## src/rtl/samp_pkg.sv

```systemverilog
// samp_pkg: shared constants and types for the sample packer.
//   - register addresses on the 8-bit wishbone config bus
//   - header bit positions inside the 72-bit packed sample
//   - trigger FSM state encoding
package samp_pkg;

    localparam int SAMPLE_W = 72;
    localparam int WORD_W   = 16;

    localparam logic [3:0] ADR_CTRL     = 4'd0;
    localparam logic [3:0] ADR_DECIM    = 4'd1;
    localparam logic [3:0] ADR_LEVEL_LO = 4'd2;
    localparam logic [3:0] ADR_LEVEL_HI = 4'd3;
    localparam logic [3:0] ADR_HYST_LO  = 4'd4;
    localparam logic [3:0] ADR_HYST_HI  = 4'd5;
    localparam logic [3:0] ADR_SCOUNT0  = 4'd8;
    localparam logic [3:0] ADR_SCOUNT1  = 4'd9;
    localparam logic [3:0] ADR_SCOUNT2  = 4'd10;
    localparam logic [3:0] ADR_SCOUNT3  = 4'd11;

    localparam int HDR_TRIG    = 71;
    localparam int HDR_RESTART = 70;
    localparam int HDR_SEQ_LSB = 64;

    typedef enum logic [1:0] {
        TRIG_DISARMED = 2'd0,
        TRIG_ARMED    = 2'd1,
        TRIG_FIRED    = 2'd2
    } trig_state_t;

endpackage

```

## src/rtl/samp_trigdet.sv

```systemverilog
// samp_trigdet: level-crossing trigger detector with hysteresis.
// Evaluated only on accepted words; each transition consumes one word.
//
//   state     | meaning
//   ----------+-------------------------------------------------------
//   DISARMED  | waiting for the signal to go beyond level by hyst
//   ARMED     | armed; waiting for the signal to cross level
//   FIRED     | fired on the last accepted word; next word disarms
//
// Ports:
//   clk, rst_n   clock, async active-low reset
//   word         accepted measurement word
//   accept       word is valid for evaluation this cycle
//   edge_fall    0 = rising crossing, 1 = falling crossing
//   level, hyst  threshold and hysteresis
//   clear        force DISARMED (config change, enable/active drop)
//   fire         combinational: this accepted word fires the trigger
//   state        current FSM state
module samp_trigdet
    import samp_pkg::*;
(
    input  logic        clk,
    input  logic        rst_n,
    input  logic [15:0] word,
    input  logic        accept,
    input  logic        edge_fall,
    input  logic [15:0] level,
    input  logic [15:0] hyst,
    input  logic        clear,
    output logic        fire,
    output trig_state_t state
);

    logic [16:0] low_diff;
    logic [16:0] high_sum;
    logic [15:0] low_thr;
    logic [15:0] high_thr;
    logic        arm_hit;
    logic        fire_hit;

    // 17-bit intermediates: borrow/carry out selects the saturated value.
    always_comb begin
        low_diff = {1'b0, level} - {1'b0, hyst};
        high_sum = {1'b0, level} + {1'b0, hyst};
        low_thr  = low_diff[16] ? 16'h0000 : low_diff[15:0];
        high_thr = high_sum[16] ? 16'hFFFF : high_sum[15:0];
        arm_hit  = edge_fall ? (word > high_thr) : (word < low_thr);
        fire_hit = edge_fall ? (word <= level)   : (word >= level);
        fire     = accept && !clear && (state == TRIG_ARMED) && fire_hit;
    end

    always_ff @(posedge clk or negedge rst_n) begin
        if (!rst_n) begin
            state <= TRIG_DISARMED;
        end else if (clear) begin
            state <= TRIG_DISARMED;
        end else if (accept) begin
            case (state)
                TRIG_DISARMED: if (arm_hit)  state <= TRIG_ARMED;
                TRIG_ARMED:    if (fire_hit) state <= TRIG_FIRED;
                default:                     state <= TRIG_DISARMED;
            endcase
        end
    end

endmodule

```

## src/rtl/samp_packer.sv

```systemverilog
// samp_packer: front end of the sample queue. Decimates a 16-bit word
// stream, packs four accepted words plus an 8-bit header into a 72-bit
// sample, and emits a trigger pulse aligned with the sample strobe.
//
// Ports:
//   clk, rst_n          clock, async active-low reset
//   in_data, in_valid   measurement word stream (no backpressure)
//   active              sample queue is accepting samples
//   sample, sample_avail  packed sample and its one-cycle strobe
//   trigger             one-cycle trigger pulse, coincides with sample_avail
//   wb_*                8-bit wishbone config bus, always acked,
//                       combinational read data
module samp_packer
    import samp_pkg::*;
(
    input  logic                clk,
    input  logic                rst_n,
    input  logic [WORD_W-1:0]   in_data,
    input  logic                in_valid,
    input  logic                active,
    output logic [SAMPLE_W-1:0] sample,
    output logic                sample_avail,
    output logic                trigger,
    input  logic                wb_stb_i,
    input  logic                wb_cyc_i,
    input  logic                wb_we_i,
    input  logic [15:0]         wb_adr_i,
    input  logic [7:0]          wb_dat_i,
    output logic [7:0]          wb_dat_o,
    output logic                wb_ack_o
);

    logic        enable;
    logic        edge_fall;
    logic [7:0]  decim;
    logic [15:0] level;
    logic [15:0] hyst;
    logic [31:0] sample_count;

    logic [7:0]  dec_cnt;
    logic [1:0]  word_pos;
    logic [5:0]  seq;
    logic        restart;
    logic        trig_pend;
    logic [15:0] lane0, lane1, lane2;

    logic        wb_wr;
    logic [3:0]  adr;
    logic        accept;
    logic        discard;
    logic        cfg_clear;
    logic        fire;
    logic        trig_now;
    logic [7:0]  hdr;
    trig_state_t trig_state;
    logic        unused_adr;

    assign adr        = wb_adr_i[3:0];
    assign unused_adr = ^wb_adr_i[15:4];
    assign wb_ack_o   = 1'b1;
    assign wb_wr      = wb_stb_i && wb_cyc_i && wb_we_i;

    assign accept    = in_valid && enable && (dec_cnt == 8'd0);
    assign discard   = !enable || !active;
    assign cfg_clear = wb_wr && ((adr == ADR_CTRL) || (adr == ADR_LEVEL_LO) ||
                                 (adr == ADR_LEVEL_HI));
    assign trig_now  = trig_pend || fire;

    always_comb begin
        hdr = 8'h00;
        hdr[HDR_TRIG - HDR_SEQ_LSB]    = trig_now;
        hdr[HDR_RESTART - HDR_SEQ_LSB] = restart;
        hdr[5:0]                       = seq;
    end

    samp_trigdet u_trigdet (
        .clk       (clk),
        .rst_n     (rst_n),
        .word      (in_data),
        .accept    (accept),
        .edge_fall (edge_fall),
        .level     (level),
        .hyst      (hyst),
        .clear     (discard || cfg_clear),
        .fire      (fire),
        .state     (trig_state)
    );

    always_ff @(posedge clk or negedge rst_n) begin
        if (!rst_n) begin
            enable    <= 1'b0;
            edge_fall <= 1'b0;
            decim     <= 8'h00;
            level     <= 16'h0000;
            hyst      <= 16'h0000;
        end else if (wb_wr) begin
            case (adr)
                ADR_CTRL:     begin
                    enable    <= wb_dat_i[0];
                    edge_fall <= wb_dat_i[1];
                end
                ADR_DECIM:    decim       <= wb_dat_i;
                ADR_LEVEL_LO: level[7:0]  <= wb_dat_i;
                ADR_LEVEL_HI: level[15:8] <= wb_dat_i;
                ADR_HYST_LO:  hyst[7:0]   <= wb_dat_i;
                ADR_HYST_HI:  hyst[15:8]  <= wb_dat_i;
                default: ;
            endcase
        end
    end

    always_comb begin
        wb_dat_o = 8'h00;
        case (adr)
            ADR_CTRL:     wb_dat_o = {3'b000, restart, trig_state, edge_fall, enable};
            ADR_DECIM:    wb_dat_o = decim;
            ADR_LEVEL_LO: wb_dat_o = level[7:0];
            ADR_LEVEL_HI: wb_dat_o = level[15:8];
            ADR_HYST_LO:  wb_dat_o = hyst[7:0];
            ADR_HYST_HI:  wb_dat_o = hyst[15:8];
            ADR_SCOUNT0:  wb_dat_o = sample_count[7:0];
            ADR_SCOUNT1:  wb_dat_o = sample_count[15:8];
            ADR_SCOUNT2:  wb_dat_o = sample_count[23:16];
            ADR_SCOUNT3:  wb_dat_o = sample_count[31:24];
            default:      wb_dat_o = 8'h00;
        endcase
    end

    // Decimation counter: reloads on accept, counts down on skipped words.
    always_ff @(posedge clk or negedge rst_n) begin
        if (!rst_n) begin
            dec_cnt <= 8'h00;
        end else if (!enable) begin
            dec_cnt <= 8'h00;
        end else if (accept) begin
            dec_cnt <= decim;
        end else if (in_valid && (dec_cnt != 8'd0)) begin
            dec_cnt <= dec_cnt - 8'd1;
        end
    end

    always_ff @(posedge clk or negedge rst_n) begin
        if (!rst_n) begin
            sample       <= '0;
            sample_avail <= 1'b0;
            trigger      <= 1'b0;
            sample_count <= 32'h0;
            word_pos     <= 2'd0;
            seq          <= 6'd0;
            restart      <= 1'b1;
            trig_pend    <= 1'b0;
            lane0        <= 16'h0;
            lane1        <= 16'h0;
            lane2        <= 16'h0;
        end else begin
            sample_avail <= 1'b0;
            trigger      <= 1'b0;
            if (discard) begin
                // Partial group is lost; the next sample must flag restart.
                word_pos  <= 2'd0;
                restart   <= 1'b1;
                trig_pend <= 1'b0;
            end else if (accept) begin
                if (word_pos == 2'd3) begin
                    sample       <= {hdr, in_data, lane2, lane1, lane0};
                    sample_avail <= 1'b1;
                    trigger      <= trig_now;
                    seq          <= seq + 6'd1;
                    sample_count <= sample_count + 32'd1;
                    restart      <= 1'b0;
                    trig_pend    <= 1'b0;
                    word_pos     <= 2'd0;
                end else begin
                    case (word_pos)
                        2'd0:    lane0 <= in_data;
                        2'd1:    lane1 <= in_data;
                        default: lane2 <= in_data;
                    endcase
                    trig_pend <= trig_now;
                    word_pos  <= word_pos + 2'd1;
                end
            end
        end
    end

endmodule
```

## config.mk

```make
export PLATFORM = sky130hd
export DESIGN_NAME = samp_packer
export DESIGN_NICKNAME = d
export VERILOG_FILES = /design/src/rtl/samp_pkg.sv /design/src/rtl/samp_trigdet.sv /design/src/rtl/samp_packer.sv
export SDC_FILE = /design/constraint.sdc
export NUM_CORES = 1
export LEC_CHECK = 0
export CAP_MARGIN = 20
export CORE_UTILIZATION = 55
export DETAILED_ROUTE_END_ITERATION = 7
export PLACE_DENSITY = 0.76
export SLEW_MARGIN = 20
export SYNTH_ARGS = -nofsm -noshare
export SYNTH_HDL_FRONTEND = slang
export SYNTH_HIERARCHICAL = 1
export SYNTH_SLANG_ARGS = --single-unit
```

## constraint.sdc

```tcl
create_clock -name clk -period 5 [get_ports clk]
set_clock_uncertainty 0.1 [all_clocks]
set_input_delay 1 -clock clk [delete_from_list [all_inputs] [get_ports clk]]
set_output_delay 1 -clock clk [all_outputs]
set_load 0.02 [all_outputs]
```

## Word-level counts from Yosys, hierarchy flattened

Index checks and enable logic that the tools add are counted.

- Register bits after elaboration: 216
- Input bits: 47
- Output and inout port bits: 83
- Logic and storage cells: 114

- Add/sub/neg operators: 6
- Order comparisons: 4
- Eq/ne operators: 15
- Muxes and demuxes: 28
- Bitwise gates (word level): 3
- Reductions and logical operators: 38

Operators with widths:

| operator | count |
|---|---|
| 8-bit case mux with 10 select lines | 1 |
| 32-bit by 1-bit adder with 32-bit output (second input constant) | 1 |
| 16-bit 2-to-1 mux | 2 |
| 8-bit 2-to-1 mux | 3 |
| 16-bit by 16-bit adder with 17-bit output | 1 |
| 16-bit by 16-bit subtractor with 17-bit output | 1 |
| 4-bit equality test (second input constant) | 4 |
| 16-bit greater-or-equal comparator | 1 |
| 16-bit greater-than comparator | 1 |
| 16-bit <= comparator | 1 |
| 16-bit less-than comparator | 1 |
| 1-bit 2-to-1 mux | 14 |
| 2-bit 2-to-1 mux | 7 |
| 2-bit AND reduction | 7 |
| 4-bit AND reduction | 3 |
| 1-bit logical AND | 9 |
| 3-bit by 1-bit != test with 1-bit output (second input constant) | 3 |
| 4-bit by 2-bit equality test with 1-bit output (second input constant) | 2 |
| 4-bit by 3-bit equality test with 1-bit output (second input constant) | 2 |
| 8-bit zero test | 1 |
| 8-bit nonzero test | 1 |
| 8-bit by 1-bit subtractor with 8-bit output (second input constant) | 1 |
| 6-bit by 1-bit adder with 6-bit output (second input constant) | 1 |
| 3-bit AND reduction | 2 |
| 12 further kinds | 24 |

## Depth between registers and ports, before layout

Gate-level depths: netlist of run 1.

- Depth after elaboration: 13
- Gate-level depth with buffers: 19
- Mapped depth without buffers: 19

## Modules after synthesis

Netlist of run 1, hierarchy kept.

By module, submodules not included:

| module | instances | cells each | area each (um^2) | seq. area each (um^2) |
|---|---|---|---|---|
| samp_packer | 1 | 867 | 9,474.1 | 5,356.4 |
| samp_trigdet | 1 | 429 | 3,074.2 | 50.0 |

## Worst setup path after synthesis of run 1

OpenSTA, ideal clock, no wires.

- Path kind: reg-to-reg
- Start: reg level[0]
- End: reg u_trigdet.state[0]
- Library setup time: 0.128 ns
- Arrival: 3.411 ns
- Required time: 4.772 ns
- Path slack: 1.362 ns
- Stages on the path, launching flop included: 18
- Buffers on the path: 1
- Period minus slack after synthesis: 3.638 ns
- Path through: dfrtp_1 ha_1 fa_1 nor2b_1 o211ai_1 nand4_1 o211ai_2 a21boi_1 o22a_1 buf_2 nor2_1 ha_1 a2111oi_0 o221ai_1 a21oi_1 a31oi_1 o21bai_1 nand3_1

- Word-level cells in the longest chain between the ends: 6
- Elaborated cells on any way between the ends: 13
- Those cells by class: add/sub: 2; order compare: 4; eq/ne: 2; mux: 4; reduce/logical: 1

RTL lines:

| what | RTL line | text |
|---|---|---|
| start: declaration | samp_packer.sv:36 | `logic [15:0] level;` |
| start signal: assignment | samp_packer.sv:103 | `ADR_LEVEL_LO: level[7:0] <= wb_dat_i;` |
| 16-bit by 16-bit subtractor with 17-bit output / 16-bit by 16-bit adder with 17-bit output (equally long branches) | samp_trigdet.sv:43, samp_trigdet.sv:44 |  |
| 16-bit 2-to-1 mux (on tied branches) | samp_trigdet.sv:45, samp_trigdet.sv:46 |  |
| 16-bit less-than comparator / 16-bit greater-than comparator (equally long branches) | samp_trigdet.sv:47 | `arm_hit = edge_fall ? (word > high_thr) : (word < low_thr);` |
| 1-bit 2-to-1 mux | samp_trigdet.sv:47 |  |
| 3-bit by 1-bit != test with 1-bit output (no line) | n/a |  |
| 3-bit AND reduction (no line) (*) | n/a |  |
| end signal: assignment | samp_trigdet.sv:54 | `state <= TRIG_DISARMED;` |
| end signal: assignment | samp_trigdet.sv:56 | `state <= TRIG_DISARMED;` |
| end signal: assignment | samp_trigdet.sv:59 | `TRIG_DISARMED: if (arm_hit) state <= TRIG_ARMED;` |
| end: declaration | samp_trigdet.sv:31 | `output trig_state_t state` |

Every way passes the cells marked *; elsewhere a longest branch is shown, timed or not.
A chain may end at the register's enable or synchronous reset.

## Final worst setup path of run 1

Ends and elaborated chain as after synthesis.

==> impl_metrics.ini, run 1 <==
[timing]
worst_slew_pin_slew_ns = 0.8696
post-route-period-util_pct = 94.03
fmax_ghz = 0.2127
period_minus_slack_ns = 4.701
rsz0062_at_grt = no
setup_tns_ns = 0
worst_hold_slack_ns = 0.3160
setup_viol = 0
hold_violations = 0
finalWorstSetupSlack_ns = 0.2986
maxSlewViolCount = 0
slew_headroom_pct = 42.03

[clock_tree]
clock_sinks = 216
cts_buffers = 24
cts-root-buf = clkbuf_16
ctsHoldBuffers = 0
cts_tree = built
clockBufferDepth = 3
cts_resized = 0
htree_levels = 1
clk_latency_ns = 0.52
clk_pin_slew_ns = 0.06
post_cts_buffers = 0

[worst_setup_path]
crit_path_start = level[0]$_DFFE_PN0P_
timing.rr.start = level[0]$_DFFE_PN0P_
worstSetupPathType = reg -> reg
crit_path_start_kind = flip-flop
cp-end-kind = flip-flop
required_ns = 5.28
crit_fanout = 14
cp_data_arrival_time_ns = 4.98

[yosys]
syn-instance-count = 1296
synth_edf_count = 0
syn_nets = 1432
synth_warnings = 6
ys_ff_latch = 216
synth.distinct_cells = 86
syn_avg_cell_area_um2 = 9.682
ys_seq_area_share_pct = 43.09
synth_area_um2 = 12550
ys_async_sr_fraction_pct = 100.0
synth_ff_type = dfrtp_1

[power_and_ir_drop]
power_frac_comb_pct = 24.8
power_w = 0.004902
pwr-share-clk_pct = 36.2
p_sw_w = 0.001535
seqPwrFrac_pct = 39.0
power.internal_w = 0.003367
power_density_nw_per_um2 = 332.0
irDropWorstVdd_uv = 393.2
leakage_nw = 7.205
p_sw_share_pct = 31.32

[detailed_routing]
viasPerCell = 5.981
via_count = 10191
postRouteAntennaNets = 0
drc = 0
firstDrtPassIters = 7
drt_iter0_drc = 679
post_drt_wl_per_cell_um = 19.61
wl_um = 33410

[layout]
stdcell_area_um2 = 14770
drive_gt1_share_pct = 12.64
antenna_cells = 0
nets = 1542
syn_to_final_growth_pct = 17.68

[global_routing]
antenna_found_initial = 0
gr-usage-all-layers_pct = 28.89
grt_pass1_wl_um = 53600
grt_max_degree = 124
grt_remaining_overflow = 0
grt_pass1_vias = 9989

[run_status]
status = completed

[floorplan]
die_area_um2 = 23420
core-area_um2 = 22090
die_w_um = 153.0
rows = 54
io_pins = 130
start_util_pct = 56.80
die_h_um = 153.0

[place]
dp_hpwl_um = 24020
place_ws_ns = 0.4385
placed_area_um2 = 13960
port_buffers = 116
gp_congestion = 0.9304

[worst_hold_path]
hold_path.class = in -> async

[job]
maxCapViolCount = 0
[layout by cell type (no fill, tap or decap), types with 8 or more instances in the layout]
cell type,count
a21o_1,11
a21oi_1,47
a22oi_1,10
a31oi_1,9
and3_1,10
buf_4,24
clkbuf_16,24
clkdlybuf4s50_1,115
dfrtp_1,215
ha_1,87
inv_1,58
mux2_1,15
mux2_2,83
mux2i_1,9
nand2_1,284
nand2b_1,10
nand3_1,35
nand4_1,25
nor2_1,59
nor2b_1,18
nor3_1,22
nor4_1,8
o21a_1,8
o21ai_0,29
xnor2_1,31
xor2_1,22
[metrics by stage]
step / instances / utilization, %
after global placement: 1660 / 63.19
after global routing: 1704 / 66.84
after floorplan: 1296 / -
final: 1704 / 66.84
after CTS: 1704 / 66.84
after detailed placement: 1660 / 63.19
[registers in the layout, indices dropped and copies added, names as in the netlist, 2 cells and up]
signal           flops
sample_count        32
lane2               16
decim                8
lane0               16
lane1               16
sample              72
word_pos             2
u_trigdet/state      2
hyst                16
seq                  6
level               16
dec_cnt              8
[final timing paths]
kind / endpoint / cells after the start / slack, ns
worst min-delay path: sample[41]$_DFFE_PN0P_ / 1 / 0.32
worst min register to register: sample[4]$_DFFE_PN0P_ / 2 / 0.36
worst max-delay path: u_trigdet/state[0]$_DFFE_PN0P_ / 16 / 0.30
worst max register to register: u_trigdet/state[0]$_DFFE_PN0P_ / 16 / 0.30
max in group asynchronous: hyst[3]$_DFFE_PN0P_ / 2 / 3.48
min in group clk: sample[4]$_DFFE_PN0P_ / 2 / 0.36
[cell families after synthesis]
family / synth area share [%]
adders and majority gates: 8.994
buffers and inverters: 4.437
DFF: 43.09
AOI/OAI and AO/OA: 10.86
other: 0.02988
and+or+nand+nor: 19.38
xor gates and xnor gates: 3.699
muxes: 9.512
[critical path, stage by stage, from the launching register on]
cell	delay (ns)
dfrtp_1	0.45
ha_1	0.28
fa_1	0.41
nor2b_1	0.17
o211ai_1	0.41
nand4_1	0.21
o211ai_2	0.14
a21boi_1	0.09
o22a_1	0.39
nor4_1	0.39
ha_1	0.17
nand4_1	0.16
or2_2	0.38
o41ai_1	0.36
a31oi_1	0.08
o21bai_1	0.29
nand3_1	0.11
[final cells by class]
type | count | area [µm²]
fillers | 1754 | 7327
inverters | 62 | 232.7
flip-flops and latches | 216 | 5406
clock buffers | 30 | 653.1
repair buffers | 142 | 1385
well taps | 280 | 350.3
multi-input cells | 960 | 6586
clock inverters | 14 | 152.6
[synth_stat cells (all sizes together), types with 4 or more instances]
library cell | n | share of area, %
o211ai | 4 | 0.28
o21bai | 7 | 0.42
a211oi | 4 | 0.24
nor4 | 10 | 0.67
nor3 | 27 | 1.3
buf | 27 | 1.7
and3 | 10 | 0.50
o31ai | 5 | 0.30
nand4 | 27 | 1.5
dfrtp | 215 | 43
ha | 87 | 8.7
a31oi | 9 | 0.45
o21ai | 36 | 1.4
and2 | 5 | 0.25
clkbuf | 31 | 0.93
xnor2 | 31 | 2.2
or2 | 4 | 0.20
a21oi | 49 | 2.0
o21a | 9 | 0.60
or3 | 7 | 0.39
a32oi | 7 | 0.49
mux2 | 98 | 8.8
nor2 | 59 | 1.8
inv | 61 | 1.8
nand2b | 11 | 0.61
and4 | 4 | 0.28
nand3 | 36 | 1.5
a22oi | 10 | 0.60
o221ai | 4 | 0.28
a21o | 11 | 0.66
xor2 | 22 | 1.5
nand2 | 284 | 8.5
nor2b | 18 | 0.90
mux2i | 9 | 0.72
a22o | 7 | 0.49
[power by group through the flow]
stage	Sequential (W)	Combinational [W]	Clock, W
finish	0.00191	0.00122	0.00177
global route	0.00192	0.00135	0.00187
CTS	0.00191	0.00119	0.00180
detailed placement	0.00194	0.00119	0
global placement	0.00194	0.00114	0
floorplan	0.00189	0.000875	0
[per-layer routing]
metal,GRT usage [%],part of all wire (%)
met5,0,0
met4,8.706,2.8
met3,4.593,6.0
met2,47.16,47
met1,39.66,44
No activity file was read; power rests on OpenSTA's default activity.
==> run 2, diff against run 1 <==
CTS_BUF_LIST = sky130_fd_sc_hd__clkbuf_4 sky130_fd_sc_hd__clkbuf_8   (was unset)
==> impl_metrics.ini, run 2 (synthesis results as in run 1) <==
[run_status]
status = completed

[timing]
setup_viol = 0
worst_slew_pin_slew_ns = 0.8506
hold_violations = 0
post-route-period-util_pct = 93.16
setup_tns_ns = 0
finalWorstSetupSlack_ns = 0.3421
rsz0062_at_grt = no
fmax_ghz = 0.2147
slew_headroom_pct = 43.29
period_minus_slack_ns = 4.658
maxSlewViolCount = 0

[clock_tree]
clk_latency_ns = 0.55
clk_pin_slew_ns = 0.06
cts_resized = 0
htree_levels = 2
cts_buffers = 37
cts-root-buf = clkbuf_8
ctsHoldBuffers = 0
clock_sinks = 216
cts_tree = built
post_cts_buffers = 0
clockBufferDepth = 3

[layout]
final_common_cell = nand2_1
fillCellCount = 1766
antenna_cells = 0
final_cell_mix = nand2_1, dfrtp_1, clkdlybuf4s50_1, ha_1, mux2_2
fin_cells = 1722
regMostFlops = sample
drive_gt1_share_pct = 13.94
stdcell_area_um2 = 14740
final_util_pct = 66.70
nets = 1555
syn_to_final_growth_pct = 17.44
top_regs = sample x72, sample_count x32
largest_register_ffs = 72

[worst_setup_path]
cp.depth = 16
ff2ff_setup_slack_ns = 0.34
crit_path_start_kind = flip-flop
path_cells = ha_1 > fa_1 > nor2b_1 > o211ai_1 > nand4_1 > o211ai_2 > a21boi_1 > o22a_1 > nor4_1 > ha_1 > nand4_1 > or2_2 > o41ai_1 > a31oi_1 > o21bai_1 > nand3_1
crit_buf_inv = 0
required_ns = 5.32
cp-end-kind = flip-flop
max_stage_delay_ns = 0.45
cp_slowest_cell = dfrtp_1
cp_top_family = compound AO/OA/AOI/OAI gates
r2r.worst_path.cells = 16
crit_fanout = 14
worstSetupPathType = reg -> reg
timing.rr.start = level[0]$_DFFE_PN0P_
r2r-end = u_trigdet/state[0]$_DFFE_PN0P_
cp_data_arrival_time_ns = 4.97

[floorplan]
rows = 54
start_util_pct = 56.80
io_pins = 130
die_w_um = 153.0
core-area_um2 = 22090
die_h_um = 153.0
die_area_um2 = 23420

[global_routing]
grt_remaining_overflow = 0
gr-usage-all-layers_pct = 28.89
antenna_found_initial = 0
grt_pass1_wl_um = 53250
grt_max_degree = 124
grt_pass1_vias = 9953

[detailed_routing]
post_drt_wl_per_cell_um = 19.32
highest_layer = met4
viasPerCell = 5.947
postRouteAntennaNets = 0
drc = 0
firstDrtPassIters = 5
wl_met1_um = 14740
via_count = 10241
drt_iter0_drc = 770
met3_wirelength_um = 2283
wl_um = 33270
dr_wl_met2_um = 15080

[place]
placed_area_um2 = 13960
gp_congestion = 0.9304
place_ws_ns = 0.4385
port_buffers = 116
post-place-cells = 1660
dp_hpwl_um = 24020

[power_and_ir_drop]
leakage_nw = 7.223
irDropWorstVdd_uv = 283.9
power_density_nw_per_um2 = 326.8

[worst_hold_path]
hold_path.class = in -> async

[job]
maxCapViolCount = 0
[run 2: cell count changes in the layout (fill, tap and decap cells not counted), sizes merged]
cell      before  now
clkbuf        31   55
clkinv         8    4
clkinvlp       3    1
[run 2: worst max-delay path by stage]
stage                     slack [ns]                        endpoint                 start
after global routing            0.14  u_trigdet/state[0]$_DFFE_PN0P_  level[0]$_DFFE_PN0P_
after detailed placement        0.44  u_trigdet/state[0]$_DFFE_PN0P_  level[0]$_DFFE_PN0P_
after floorplan                 1.36  u_trigdet/state[0]$_DFFE_PN0P_  level[0]$_DFFE_PN0P_
after CTS                       0.43  u_trigdet/state[0]$_DFFE_PN0P_  level[0]$_DFFE_PN0P_
final                           0.34  u_trigdet/state[0]$_DFFE_PN0P_  level[0]$_DFFE_PN0P_
after global placement          0.47                     wb_dat_o[1]           wb_adr_i[1]
[run 2: area by class of cell]
class / instances / area (µm²) / share of cell area [%]
inverter: 62 / 232.7 / 1.579
clock buffer: 54 / 661.9 / 4.491
timing repair buffer: 142 / 1385 / 9.399
sequential: 216 / 5406 / 36.69
multi-input combinational: 960 / 6586 / 44.69
clock inverter: 8 / 113.9 / 0.7726
tap: 280 / 350.3 / 2.377
[run 2: per-stage QoR]
step | hold WS [ns] | total power (W)
after detailed placement | 0.3516 | 0.003126
after global placement | 0.3480 | 0.003080
after CTS | 0.2986 | 0.004825
after global routing | 0.3220 | 0.005059
final | 0.2969 | 0.004816
after floorplan | 0.3385 | 0.002768
[run 2: per-layer routing]
metal / vias up / GRT usage (%)
met3: 93 / 5.812
met1: 4981 / 39.29
met4: 0 / 11.45
met5: - / 0
li1: 4752 / -
met2: 415 / 45.40
[run 2: where the power goes]
part	switching (W)	internal [W]	total, W
registers	0.000102	0.00181	0.00191
logic	0.000699	0.000512	0.00121
clock network	0.000730	0.000961	0.00169
[run 2: worst register-to-register path: stages, from the launching register on]
cell,delay [ns]
dfrtp_1,0.45
ha_1,0.29
fa_1,0.41
nor2b_1,0.17
o211ai_1,0.40
nand4_1,0.21
o211ai_2,0.14
a21boi_1,0.09
o22a_1,0.38
nor4_1,0.39
ha_1,0.17
nand4_1,0.16
or2_2,0.38
o41ai_1,0.34
a31oi_1,0.08
o21bai_1,0.29
nand3_1,0.11
==> run 3, diff against run 2 <==
CORE_UTILIZATION = 41   (was 55)
PLACE_DENSITY = 0.59   (was 0.76)
SETUP_SLACK_MARGIN = 0.5   (was unset)
SLEW_MARGIN = unset   (was 20)
==> impl_metrics.ini, run 3 (synthesis results as in run 1) <==
[timing]
slew_headroom_pct = 31.74
fmax_ghz = 0.2255
setup_tns_ns = 0
period_minus_slack_ns = 4.435
rsz0062_at_grt = yes
maxSlewViolCount = 0
hold_violations = 0
worst_slew_pin_slew_ns = 1.024
setup_viol = 0
post-route-period-util_pct = 88.70
finalWorstSetupSlack_ns = 0.5651

[clock_tree]
htree_levels = 2
clk_latency_ns = 0.54
clk_pin_slew_ns = 0.06
cts-root-buf = clkbuf_8
clock_sinks = 216
clockBufferDepth = 3
ctsHoldBuffers = 0
cts_buffers = 38
cts_tree = built

[power_and_ir_drop]
leakage_nw = 7.287
power_w = 0.004875
power_density_nw_per_um2 = 326.1
irDropWorstVdd_uv = 152.4

[place]
dp_hpwl_um = 24900
port_buffers = 116
gp_congestion = 0.9163
placed_area_um2 = 14100
place_ws_ns = 0.5120

[worst_setup_path]
required_ns = 5.30
cp_slowest_cell = a2111oi_0
max_stage_delay_ns = 0.46
path_cells = ha_1 > fa_1 > nor2b_1 > o211ai_1 > buf_4 > nand4_1 > o211ai_2 > a21boi_1 > o22a_1 > buf_4 > nor2_1 > ha_1 > a2111oi_0 > o221ai_1 > a21oi_1 > a31oi_1 > o21bai_1 > nand3_1
timing.rr.start = level[0]$_DFFE_PN0P_
crit_path_start_kind = flip-flop
crit_fanout = 11
crit_path_start = level[0]$_DFFE_PN0P_
cp_data_arrival_time_ns = 4.73
cp-end-kind = flip-flop
worstSetupPathType = reg -> reg

[layout]
drive_gt1_share_pct = 14.68
stdcell_area_um2 = 14950
top_regs = sample x72, sample_count x32
final_common_cell = nand2_1
syn_to_final_growth_pct = 19.12
ff_latch_area_um2 = 5406
final_util_pct = 50.04
largest_register_ffs = 72
fillCellCount = 2871
antenna_cells = 0
nets = 1560
multiInputGateArea_um2 = 6596
final_cell_mix = nand2_1, dfrtp_1, clkdlybuf4s50_1, ha_1, mux2_2
regMostFlops = sample

[floorplan]
rows = 63
io_pins = 130
die_w_um = 176.9
start_util_pct = 42.00
core-area_um2 = 29870
die_area_um2 = 31310
die_h_um = 176.9

[global_routing]
gr-usage-all-layers_pct = 22.71
grt_pass1_vias = 9461
grt_remaining_overflow = 0
grt_max_degree = 127
grt_pass1_wl_um = 54850
antenna_found_initial = 0

[job]
maxCapViolCount = 0

[worst_hold_path]
worstHoldStart = lane1[7]$_DFFE_PN0P_
hold_path.class = reg -> reg

[detailed_routing]
post_drt_wl_per_cell_um = 18.95
viasPerCell = 5.401
drc = 0
postRouteAntennaNets = 0
via_count = 9943
drt_iter0_drc = 666
firstDrtPassIters = 5
wl_um = 34890

[run_status]
status = completed
==> run 3: cell types whose count changed in the layout (fill, tap and decap cells not counted), sizes merged <==
cell           change
inv                -1
clkdlybuf4s50      -3
bufinv             -1
clkbuf             +4
dlygate4sd2        +1
buf                +5
dlymetal6s2s       +2
clkinv             +2
==> run 3: timing repair <==
item                       CTS  global route
pin swaps                    0             1
setup endpoints to repair    1             9
gates resized for setup      1             5
setup buffers                0             2
==> run 3: per-layer routing <==
layer  up-vias  routed length, µm  track usage [%]
met1      4824              16350            31.73
li1       4769                  -                -
met3        63               1998            4.210
met4         0                882            6.753
met5         -                  0                0
met2       287              15660            35.60
==> run 3: critical path: cells and delay by family (launching register included) <==
family / cells / cell delay, ns
flops: 1 / 0.45
simple gates: 4 / 0.51
compound gates: 9 / 1.90
fa+ha+maj: 3 / 0.95
buf+inv: 2 / 0.37
==> run 3: metrics by stage <==
step	instances	hold slack, ns
after global routing	1841	0.3751
after CTS	1839	0.3557
after floorplan	1296	0.3385
after detailed placement	1772	0.3516
after global placement	1772	0.3491
final	1841	0.3571
==> run 3: report_power, final <==
part           switching (W)  internal (W)  leakage (nW)
logic               0.000702      0.000510          3.87
clock network       0.000751       0.00100         0.436
registers          0.0000986       0.00181          2.98
==> run 3: path summary, 6_finish.rpt <==
| check | end | slack, ns | cells past startpoint |
|---|---|---|---|
| max | u_trigdet/state[0]$_DFFE_PN0P_ | 0.57 | 18 |
| min | sample[23]$_DFFE_PN0P_ | 0.36 | 2 |
| max reg2reg | u_trigdet/state[0]$_DFFE_PN0P_ | 0.57 | 18 |
| min reg2reg | sample[23]$_DFFE_PN0P_ | 0.36 | 2 |
| max in group asynchronous | restart$_DFFE_PN1P_ | 3.29 | 2 |
| min in group asynchronous | sample[40]$_DFFE_PN0P_ | 0.41 | 1 |
==> run 3: cell type report <==
class                      count  area share [%]
timing repair buffer         146           9.417
clock inverter                 8          0.4938
sequential                   216           36.17
clock buffer                  59           4.972
tap                          390           3.264
multi-input combinational    960           44.13
inverter                      62           1.557
